<file path="config.mk">
export PLATFORM = sky130hd
export DESIGN_NAME = fm_tx_ctrl
export DESIGN_NICKNAME = d
export VERILOG_FILES = /design/src/rtl/fm_ctrl_pkg.sv /design/src/rtl/fm_slew.sv /design/src/rtl/fm_tx_ctrl.sv
export SDC_FILE = /design/constraint.sdc
export NUM_CORES = 1
export LEC_CHECK = 0
export CORE_MARGIN = 2
export CORE_UTILIZATION = 42
export DETAILED_ROUTE_END_ITERATION = 8
export HOLD_SLACK_MARGIN = 0.02
export PLACE_DENSITY = 0.72
export SKIP_CTS_REPAIR_TIMING = 1
export SYNTH_ARGS = -nofsm -noshare
export SYNTH_HDL_FRONTEND = slang
export SYNTH_SLANG_ARGS = --single-unit
</file>
<file path="constraint.sdc">
create_clock -name clk_in -period 2.2 [get_ports clk_in]
set_clock_uncertainty 0.1 [all_clocks]
set_input_delay 0.44 -clock clk_in [delete_from_list [all_inputs] [get_ports clk_in]]
set_output_delay 0.44 -clock clk_in [all_outputs]
set_load 0.02 [all_outputs]
</file>
<file path="src/rtl/fm_ctrl_pkg.sv">
// Shared state encodings and default widths for the FM transmit controller.
package fm_ctrl_pkg;

    typedef enum logic [1:0] {
        ST_IDLE   = 2'd0,
        ST_SETTLE = 2'd1,
        ST_TX     = 2'd2,
        ST_HANG   = 2'd3
    } fm_state_e;

    localparam int DEF_INPUT_WIDTH   = 12;
    localparam int DEF_PHASE_WIDTH   = 32;
    localparam int DEF_SETTLE_CYCLES = 16;
    localparam int DEF_HANG_CYCLES   = 64;
    localparam int DEF_STEP_SHIFT    = 20;

    function automatic int max_int(input int a, input int b);
        return (a > b) ? a : b;
    endfunction

endpackage

</file>
<file path="src/rtl/fm_slew.sv">
// Slew limiter: moves current toward target by at most step, never overshooting.
module fm_slew #(
    parameter int W = 32
) (
    input  logic [W-1:0] target,
    input  logic [W-1:0] current,
    input  logic [W-1:0] step,
    output logic [W-1:0] next
);
    logic [W-1:0] diff;

    always_comb begin
        diff = '0;
        next = current;
        if (target >= current) begin
            diff = target - current;
            next = (diff > step) ? current + step : target;
        end else begin
            diff = current - target;
            next = (diff > step) ? current - step : target;
        end
    end
endmodule

</file>
<file path="src/rtl/fm_tx_ctrl.sv">
// Key-up/settle/transmit/hang sequencer feeding an FM modulator.
// Define FM_TX_CTRL_SLEW_EN to slew the carrier word instead of jumping it.
module fm_tx_ctrl
    import fm_ctrl_pkg::*;
#(
    parameter int INPUT_WIDTH   = DEF_INPUT_WIDTH,
    parameter int PHASE_WIDTH   = DEF_PHASE_WIDTH,
    parameter int SETTLE_CYCLES = DEF_SETTLE_CYCLES,
    parameter int HANG_CYCLES   = DEF_HANG_CYCLES,
    parameter int STEP_SHIFT    = DEF_STEP_SHIFT
) (
    input  logic                               clk_in,
    input  logic                               RST,
    input  logic                               cfg_valid,
    output logic                               cfg_ready,
    input  logic [PHASE_WIDTH-1:0]             cfg_center,
    input  logic [PHASE_WIDTH-INPUT_WIDTH-1:0] cfg_dev,
    input  logic                               ptt_in,
    input  logic [INPUT_WIDTH-1:0]             wave_in,
    output logic [PHASE_WIDTH-1:0]             center_fre,
    output logic [PHASE_WIDTH-INPUT_WIDTH-1:0] move_fre,
    output logic [INPUT_WIDTH-1:0]             wave_out,
    output logic                               tx_en,
    output logic [1:0]                         state_o
);
    localparam int DW      = PHASE_WIDTH - INPUT_WIDTH;
    localparam int CNT_MAX = max_int(SETTLE_CYCLES, HANG_CYCLES);
    localparam int CW      = $clog2(CNT_MAX + 1);
    localparam logic [CW-1:0] SETTLE_LAST = CW'(SETTLE_CYCLES - 1);
    localparam logic [CW-1:0] HANG_LAST   = CW'(HANG_CYCLES - 1);
    localparam logic [CW-1:0] CNT_SAT     = CW'(CNT_MAX);

    if (STEP_SHIFT >= PHASE_WIDTH) begin : g_step_chk
        $error("STEP_SHIFT must be below PHASE_WIDTH");
    end

    fm_state_e              state_q, state_d;
    logic [CW-1:0]          cnt_q, cnt_d, cnt_inc;
    logic [PHASE_WIDTH-1:0] tgt_center_q, tgt_center_d;
    logic [PHASE_WIDTH-1:0] center_q, center_d;
    logic [DW-1:0]          tgt_dev_q, tgt_dev_d, move_q, move_d;
    logic [INPUT_WIDTH-1:0] wave_q, wave_d;
    logic                   cfg_ready_q, cfg_ready_d, tx_en_q, tx_en_d;
    logic                   cfg_xfer, at_target;

`ifdef FM_TX_CTRL_SLEW_EN
    localparam logic [PHASE_WIDTH-1:0] STEP = PHASE_WIDTH'(1) << STEP_SHIFT;
    logic [PHASE_WIDTH-1:0] center_slew;

    fm_slew #(.W(PHASE_WIDTH)) u_slew (
        .target  (tgt_center_q),
        .current (center_q),
        .step    (STEP),
        .next    (center_slew)
    );
`endif

    assign cfg_xfer  = cfg_valid && cfg_ready_q;
    assign at_target = (center_q == tgt_center_q);
    assign cnt_inc   = (cnt_q == CNT_SAT) ? cnt_q : cnt_q + 1'b1;

    always_comb begin
        state_d      = state_q;
        cnt_d        = cnt_q;
        tgt_center_d = cfg_xfer ? cfg_center : tgt_center_q;
        tgt_dev_d    = cfg_xfer ? cfg_dev : tgt_dev_q;
        center_d     = center_q;
        case (state_q)
            ST_IDLE: begin
                if (ptt_in) begin
                    state_d = ST_SETTLE;
                    cnt_d   = '0;
                end
            end
            ST_SETTLE: begin
                // Settle time only accrues once the carrier word has arrived.
                if (!ptt_in) begin
                    state_d = ST_IDLE;
                end else if (at_target) begin
                    if (cnt_q == SETTLE_LAST) begin
                        state_d = ST_TX;
                        cnt_d   = '0;
                    end else begin
                        cnt_d = cnt_inc;
                    end
                end
            end
            ST_TX: begin
                if (!ptt_in) begin
                    state_d = ST_HANG;
                    cnt_d   = '0;
                end
            end
            default: begin
                if (ptt_in) begin
                    state_d = ST_TX;
                    cnt_d   = '0;
                end else if (cnt_q == HANG_LAST) begin
                    state_d = ST_IDLE;
                    cnt_d   = '0;
                end else begin
                    cnt_d = cnt_inc;
                end
            end
        endcase
`ifdef FM_TX_CTRL_SLEW_EN
        if (state_q == ST_SETTLE) center_d = center_slew;
`else
        if (state_q == ST_IDLE && state_d == ST_SETTLE) center_d = tgt_center_d;
`endif
        move_d      = tgt_dev_q;
        wave_d      = (state_d == ST_TX) ? wave_in : '0;
        tx_en_d     = (state_d != ST_IDLE);
        cfg_ready_d = (state_d == ST_IDLE);
    end

    always_ff @(posedge clk_in) begin
        if (RST) begin
            state_q      <= ST_IDLE;
            cnt_q        <= '0;
            tgt_center_q <= '0;
            tgt_dev_q    <= '0;
            center_q     <= '0;
            move_q       <= '0;
            wave_q       <= '0;
            tx_en_q      <= 1'b0;
            cfg_ready_q  <= 1'b0;
        end else begin
            state_q      <= state_d;
            cnt_q        <= cnt_d;
            tgt_center_q <= tgt_center_d;
            tgt_dev_q    <= tgt_dev_d;
            center_q     <= center_d;
            move_q       <= move_d;
            wave_q       <= wave_d;
            tx_en_q      <= tx_en_d;
            cfg_ready_q  <= cfg_ready_d;
        end
    end

    assign cfg_ready  = cfg_ready_q;
    assign center_fre = center_q;
    assign move_fre   = move_q;
    assign wave_out   = wave_q;
    assign tx_en      = tx_en_q;
    assign state_o    = state_q;
endmodule

</file>
==> results of run 1 <==
-- cell usage in the layout, fill, tap and decap left out, drive strengths merged, types with 2 or more instances in the layout --
master and instances:
a21oi 27, bufinv 2, maj3 2, clkbuf 21
nor3b 2, nor3 7, a211oi 32, nand2 50
o21a 2, nor2b 20, clkdlybuf4s50 134, or2 2
nand4 9, nand3 3, clkinv 8, ha 2
mux2i 33, nor4 3, o21ai 6, xnor2 32
and2 13, inv 4, nand3b 2, nor2 68
buf 16, dfxtp 127
-- flip-flops by register name, summed over array words and instances, names as in the netlist --
name	count
cfg_ready	1
state_o	2
move_fre	20
tgt_center_q	32
cnt_q	7
wave_out	12
center_fre	32
tx_en	1
move_d	20
-- stage by stage --
step                      hold slack, ps  power (mW)
after CTS                            333        5.82
after global routing                 354        6.00
after detailed placement             343        3.13
final                                341        5.77
after floorplan                      332        2.83
after global placement               338        3.12
-- power by group --
group / leakage [nW] / switching (mW) / internal (mW) / total [mW]
Clock: 0.286 / 0.953 / 1.72 / 2.67
Combinational: 1.15 / 0.307 / 0.337 / 0.644
Sequential: 1.04 / 0.0663 / 2.39 / 2.46
-- kinds of logic after synthesis --
| logic type | Yosys count | share of synthesized area |
|---|---|---|
| flip-flops | 127 | 0.530 |
| adder cells (fa/ha/maj) | 4 | 0.00939 |
| AO/OA/AOI/OAI | 77 | 0.107 |
| AND/OR/NAND/NOR | 186 | 0.190 |
| buffers and inverters | 37 | 0.0363 |
| multiplexers | 33 | 0.0689 |
| XOR/XNOR | 32 | 0.0584 |
-- area by class of cell --
cell class              instances  area, um2
clock inverters                11        115
clock buffers                  21        460
repair buffers                150       1500
flip-flops and latches        127       2550
inverters                       4       15.0
fillers                       935       4320
multi-input cells             332       2130
well taps                     143        179
-- routing by layer --
metal,GRT usage,vias up,part of all wire
li1,-,1961,-
met1,0.231,1813,0.44
met2,0.302,128,0.46
met3,0.0711,18,0.079
met4,0.0817,0,0.018
met5,0,-,0
-- final timing paths --
check	start	end	slack (ps)	cells after the start
min	RST	move_fre[19]$_SDFF_PP0_	340	2
max	cnt_q[0]$_SDFFE_PP0P_	cnt_q[0]$_SDFFE_PP0P_	90	7
max reg2reg	cnt_q[0]$_SDFFE_PP0P_	cnt_q[0]$_SDFFE_PP0P_	90	7
min reg2reg	move_d[19]$_SDFFE_PP0P_	move_d[19]$_SDFFE_PP0P_	350	2
-- critical path, stage by stage, from the launching register on --
cell	delay (ps)
dfxtp_1	390
ha_1	230
nand3_2	170
nor3_2	260
o21ai_0	150
buf_4	160
a311o_1	300
o221a_2	240
==> flow_summary.json, run 1 <==
{
  "status": "completed",
  "die_area_um2": 12300,
  "worstPathArrival_ps": 2300,
  "endpoint_kind": "register",
  "slew_headroom": 0.579,
  "stdcell_area_um2": 6950,
  "grt_max_degree": 65,
  "hold_class": "primary input to register",
  "grt_usage": 0.190,
  "yosys.cell_count.top_type": "dfxtp_1",
  "final_cells": 788,
  "drt-total-wl_um": 11300,
  "first_pass_iters": 4,
  "power.leakage_nw": 2.47,
  "grt_pass1_vias": 3932,
  "yosysUniqueCellTypes": 49,
  "finalSetupTns_ps": 0,
  "critPathKind": "register to register",
  "max_freq_ghz": 0.473,
  "via_count": 3920,
  "fin_crit_sh": 0.961,
  "crit_fanout": 5,
  "rows": 39,
  "setup_slack_ps": 85.1,
  "yosysWarningCount": 0,
  "fp.dieH_um": 111,
  "clkSinkCount": 127,
  "antenna_found_initial": 0,
  "critPathRequiredTime_ps": 2390,
  "coreArea_um2": 11300,
  "chipWidth_um": 111,
  "period_minus_slack_ps": 2110,
  "finalHoldViolCount": 0,
  "htree_levels": 4,
  "drv_slew": 0,
  "finalSetupViolCount": 0,
  "ys.flop_type": "dfxtp_1",
  "cts_buffer_depth": 2,
  "clk_pin_slew_ps": 50,
  "drtIter0Drc": 155,
  "fin_util": 0.617,
  "netlist_instances": 496,
  "synth_edf_count": 0,
  "root_buffer": "clkbuf_16",
  "synth_area_leaders": "dfxtp_1 53%, mux2i_1 6.9%, xnor2_1 5.8%",
  "drive_above_1_share": 0.105,
  "synthesis.area_um2": 4800,
  "gp_congestion": 0.867,
  "grt_overflow_total": 0,
  "ant_nets": 0,
  "grt_pass1_wl_um": 18900,
  "cts_tree": "built",
  "cp-start-kind": "register",
  "nets": 702,
  "antennaDiodeCount": 0,
  "drc_errors": 0,
  "async_flop_share": 0,
  "ys_top_cells_by_count": "127 x dfxtp_1, 68 x nor2_1, 50 x nand2_1, 33 x mux2i_1",
  "dp_slack_ps": -83.4,
  "io_buffers": 135,
  "syn-num-nets": 566,
  "ys_ff_latch": 127,
  "routedWlPerCell_um": 14.4,
  "peakVddDrop_mv": 0.533,
  "p_per_area_nw_per_um2": 830,
  "syn_to_final_growth_pct": 44.9,
  "start_util": 0.426,
  "maxCapViolCount": 0,
  "viasPerCell": 4.97,
  "worstMarginPinSlew_ps": 630,
  "yosysSeqAreaShare": 0.530,
  "dpl.hpwl_um": 7870,
  "syn_area_per_cell_um2": 9.67,
  "insertion_delay_ps": 400,
  "postPlaceCellArea_um2": 6320,
  "synth_top_area_frac": 0.530,
  "io_pins": 136,
  "dp_cells": 756,
  "cts_buffers": 17,
  "yosysTopAreaCell": "dfxtp_1"
}
Note: power is estimated with default switching activity, not from simulation.
==> inputs of run 2 (changes only) <==
--- a/config.mk
+++ b/config.mk
@@ -5,7 +5,7 @@
 export SDC_FILE = /design/constraint.sdc
 export NUM_CORES = 1
 export LEC_CHECK = 0
-export CORE_MARGIN = 2
+export CORE_ASPECT_RATIO = 1.4
 export CORE_UTILIZATION = 42
 export DETAILED_ROUTE_END_ITERATION = 8
 export HOLD_SLACK_MARGIN = 0.02
==> flow_summary.json, run 2 (same netlist as run 1, synthesis figures left out) <==
{
  "cp-start-kind": "register",
  "fin_util": 0.645,
  "worstMarginPinSlew_ps": 676,
  "endpoint_kind": "register",
  "rows": 45,
  "r2r_start": "cnt_q[0]$_SDFFE_PP0P_",
  "ant_nets": 0,
  "stdcell_area_um2": 7090,
  "syn_to_final_growth_pct": 47.7,
  "finalSetupTns_ps": 0,
  "fp.dieH_um": 128,
  "grt_max_degree": 77,
  "final_common_cell": "clkdlybuf4s50_1",
  "drc_errors": 0,
  "gp_congestion": 0.820,
  "cts_buffers": 17,
  "io_pins": 136,
  "worstPathArrival_ps": 2300,
  "rsz0062_at_grt": "yes",
  "finalSetupViolCount": 0,
  "p_per_area_nw_per_um2": 857,
  "final_cells": 793,
  "postPlaceCellArea_um2": 6380,
  "chipWidth_um": 92.3,
  "clkSinkCount": 127,
  "max_stage_delay_ps": 390,
  "via_count": 3934,
  "dp_cells": 762,
  "io_buffers": 135,
  "maxCapViolCount": 0,
  "crit_fanout": 4,
  "clk_pin_slew_ps": 50,
  "first_pass_iters": 4,
  "drive_above_1_share": 0.123,
  "hold-path-endpoint": "move_fre[8]$_SDFF_PP0_",
  "dp_slack_ps": -33.9,
  "critPathRequiredTime_ps": 2390,
  "peakVddDrop_mv": 0.532,
  "slowest_stage": "dfxtp_1",
  "antennaDiodeCount": 0,
  "period_minus_slack_ps": 2110,
  "min_from": "RST",
  "routedWlPerCell_um": 14.6,
  "root_buffer": "clkbuf_16",
  "insertion_delay_ps": 410,
  "path_buf_inv": 1,
  "antenna_found_initial": 0,
  "finalHoldViolCount": 0,
  "grt_overflow_total": 0,
  "layout_common_cells": "134 x clkdlybuf4s50_1, 123 x dfxtp_1, 68 x nor2_1",
  "hold_class": "primary input to register",
  "setup_slack_ps": 87.2,
  "viasPerCell": 4.96,
  "htree_levels": 4,
  "hold_depth": 2,
  "fill_cells": 898,
  "dpl.hpwl_um": 8090,
  "fin_crit_sh": 0.960,
  "max_freq_ghz": 0.473,
  "rr_worst_depth": 7,
  "status": "completed",
  "grt_pass1_wl_um": 18600,
  "drt-total-wl_um": 11600,
  "power.leakage_nw": 2.53,
  "finalPower_mw": 6.08,
  "coreArea_um2": 11000,
  "crit_family": "compound AO/OA/AOI/OAI gates",
  "crit_chain": "ha_1 -> nand3_1 -> nor3_2 -> o21ai_0 -> buf_4 -> a311o_1 -> o221a_2",
  "drv_slew": 0,
  "r2r-end": "cnt_q[0]$_SDFFE_PP0P_",
  "nets": 710,
  "r2r_setup_slack_ps": 90,
  "holdWs_ps": 307,
  "slew_headroom": 0.548,
  "start_util": 0.437,
  "grt_pass1_vias": 3965,
  "cts_tree": "built",
  "drtIter0Drc": 144,
  "cts_buffer_depth": 2,
  "grt_usage": 0.202,
  "die_area_um2": 11900,
  "critPathKind": "register to register"
}
## run 2: layer usage
layer | GRT usage | vias up | share of wire
met5 | 0 | - | 0
met4 | 0.0892 | 0 | 0.022
met3 | 0.0804 | 22 | 0.075
met2 | 0.358 | 130 | 0.51
met1 | 0.208 | 1803 | 0.39
li1 | - | 1979 | -
## run 2: layout make-up
cell class,count,area [um2],share of cell area
Clock buffer,19,453,0.0639
Clock inverter,12,184,0.0260
Inverter,4,15.0,0.00212
Multi-Input combinational cell,332,2150,0.304
Sequential cell,127,2550,0.359
Tap cell,141,176,0.0249
Timing Repair Buffer,158,1560,0.220
## run 2: power by group
| group | leakage (nW) | total (mW) | switching (mW) | internal [mW] |
|---|---|---|---|---|
| registers | 1.04 | 2.45 | 0.0676 | 2.39 |
| logic | 1.20 | 0.656 | 0.309 | 0.347 |
| clock network | 0.294 | 2.97 | 1.01 | 1.95 |
| total | 2.53 | 6.08 | 1.39 | 4.69 |
## run 2: worst register-to-register path: stages (launching register included)
cell	delay, ps
dfxtp_1	390
ha_1	230
nand3_1	170
nor3_2	210
o21ai_0	140
buf_4	170
a311o_1	330
o221a_2	260
## run 2: worst max path at each step
stage	depth (start not counted)	startpoint	endpoint
after global placement	8	center_fre[18]$_SDFFE_PP0P_	cnt_q[5]$_SDFFE_PP0P_
final	7	cnt_q[0]$_SDFFE_PP0P_	cnt_q[0]$_SDFFE_PP0P_
after global routing	8	tgt_center_q[22]$_SDFF_PP0_	cnt_q[5]$_SDFFE_PP0P_
after detailed placement	5	ptt_in	cnt_q[3]$_SDFFE_PP0P_
after floorplan	6	center_fre[26]$_SDFFE_PP0P_	cnt_q[3]$_SDFFE_PP0P_
after CTS	1	state_o[1]$_SDFF_PP0_	state_o[1]
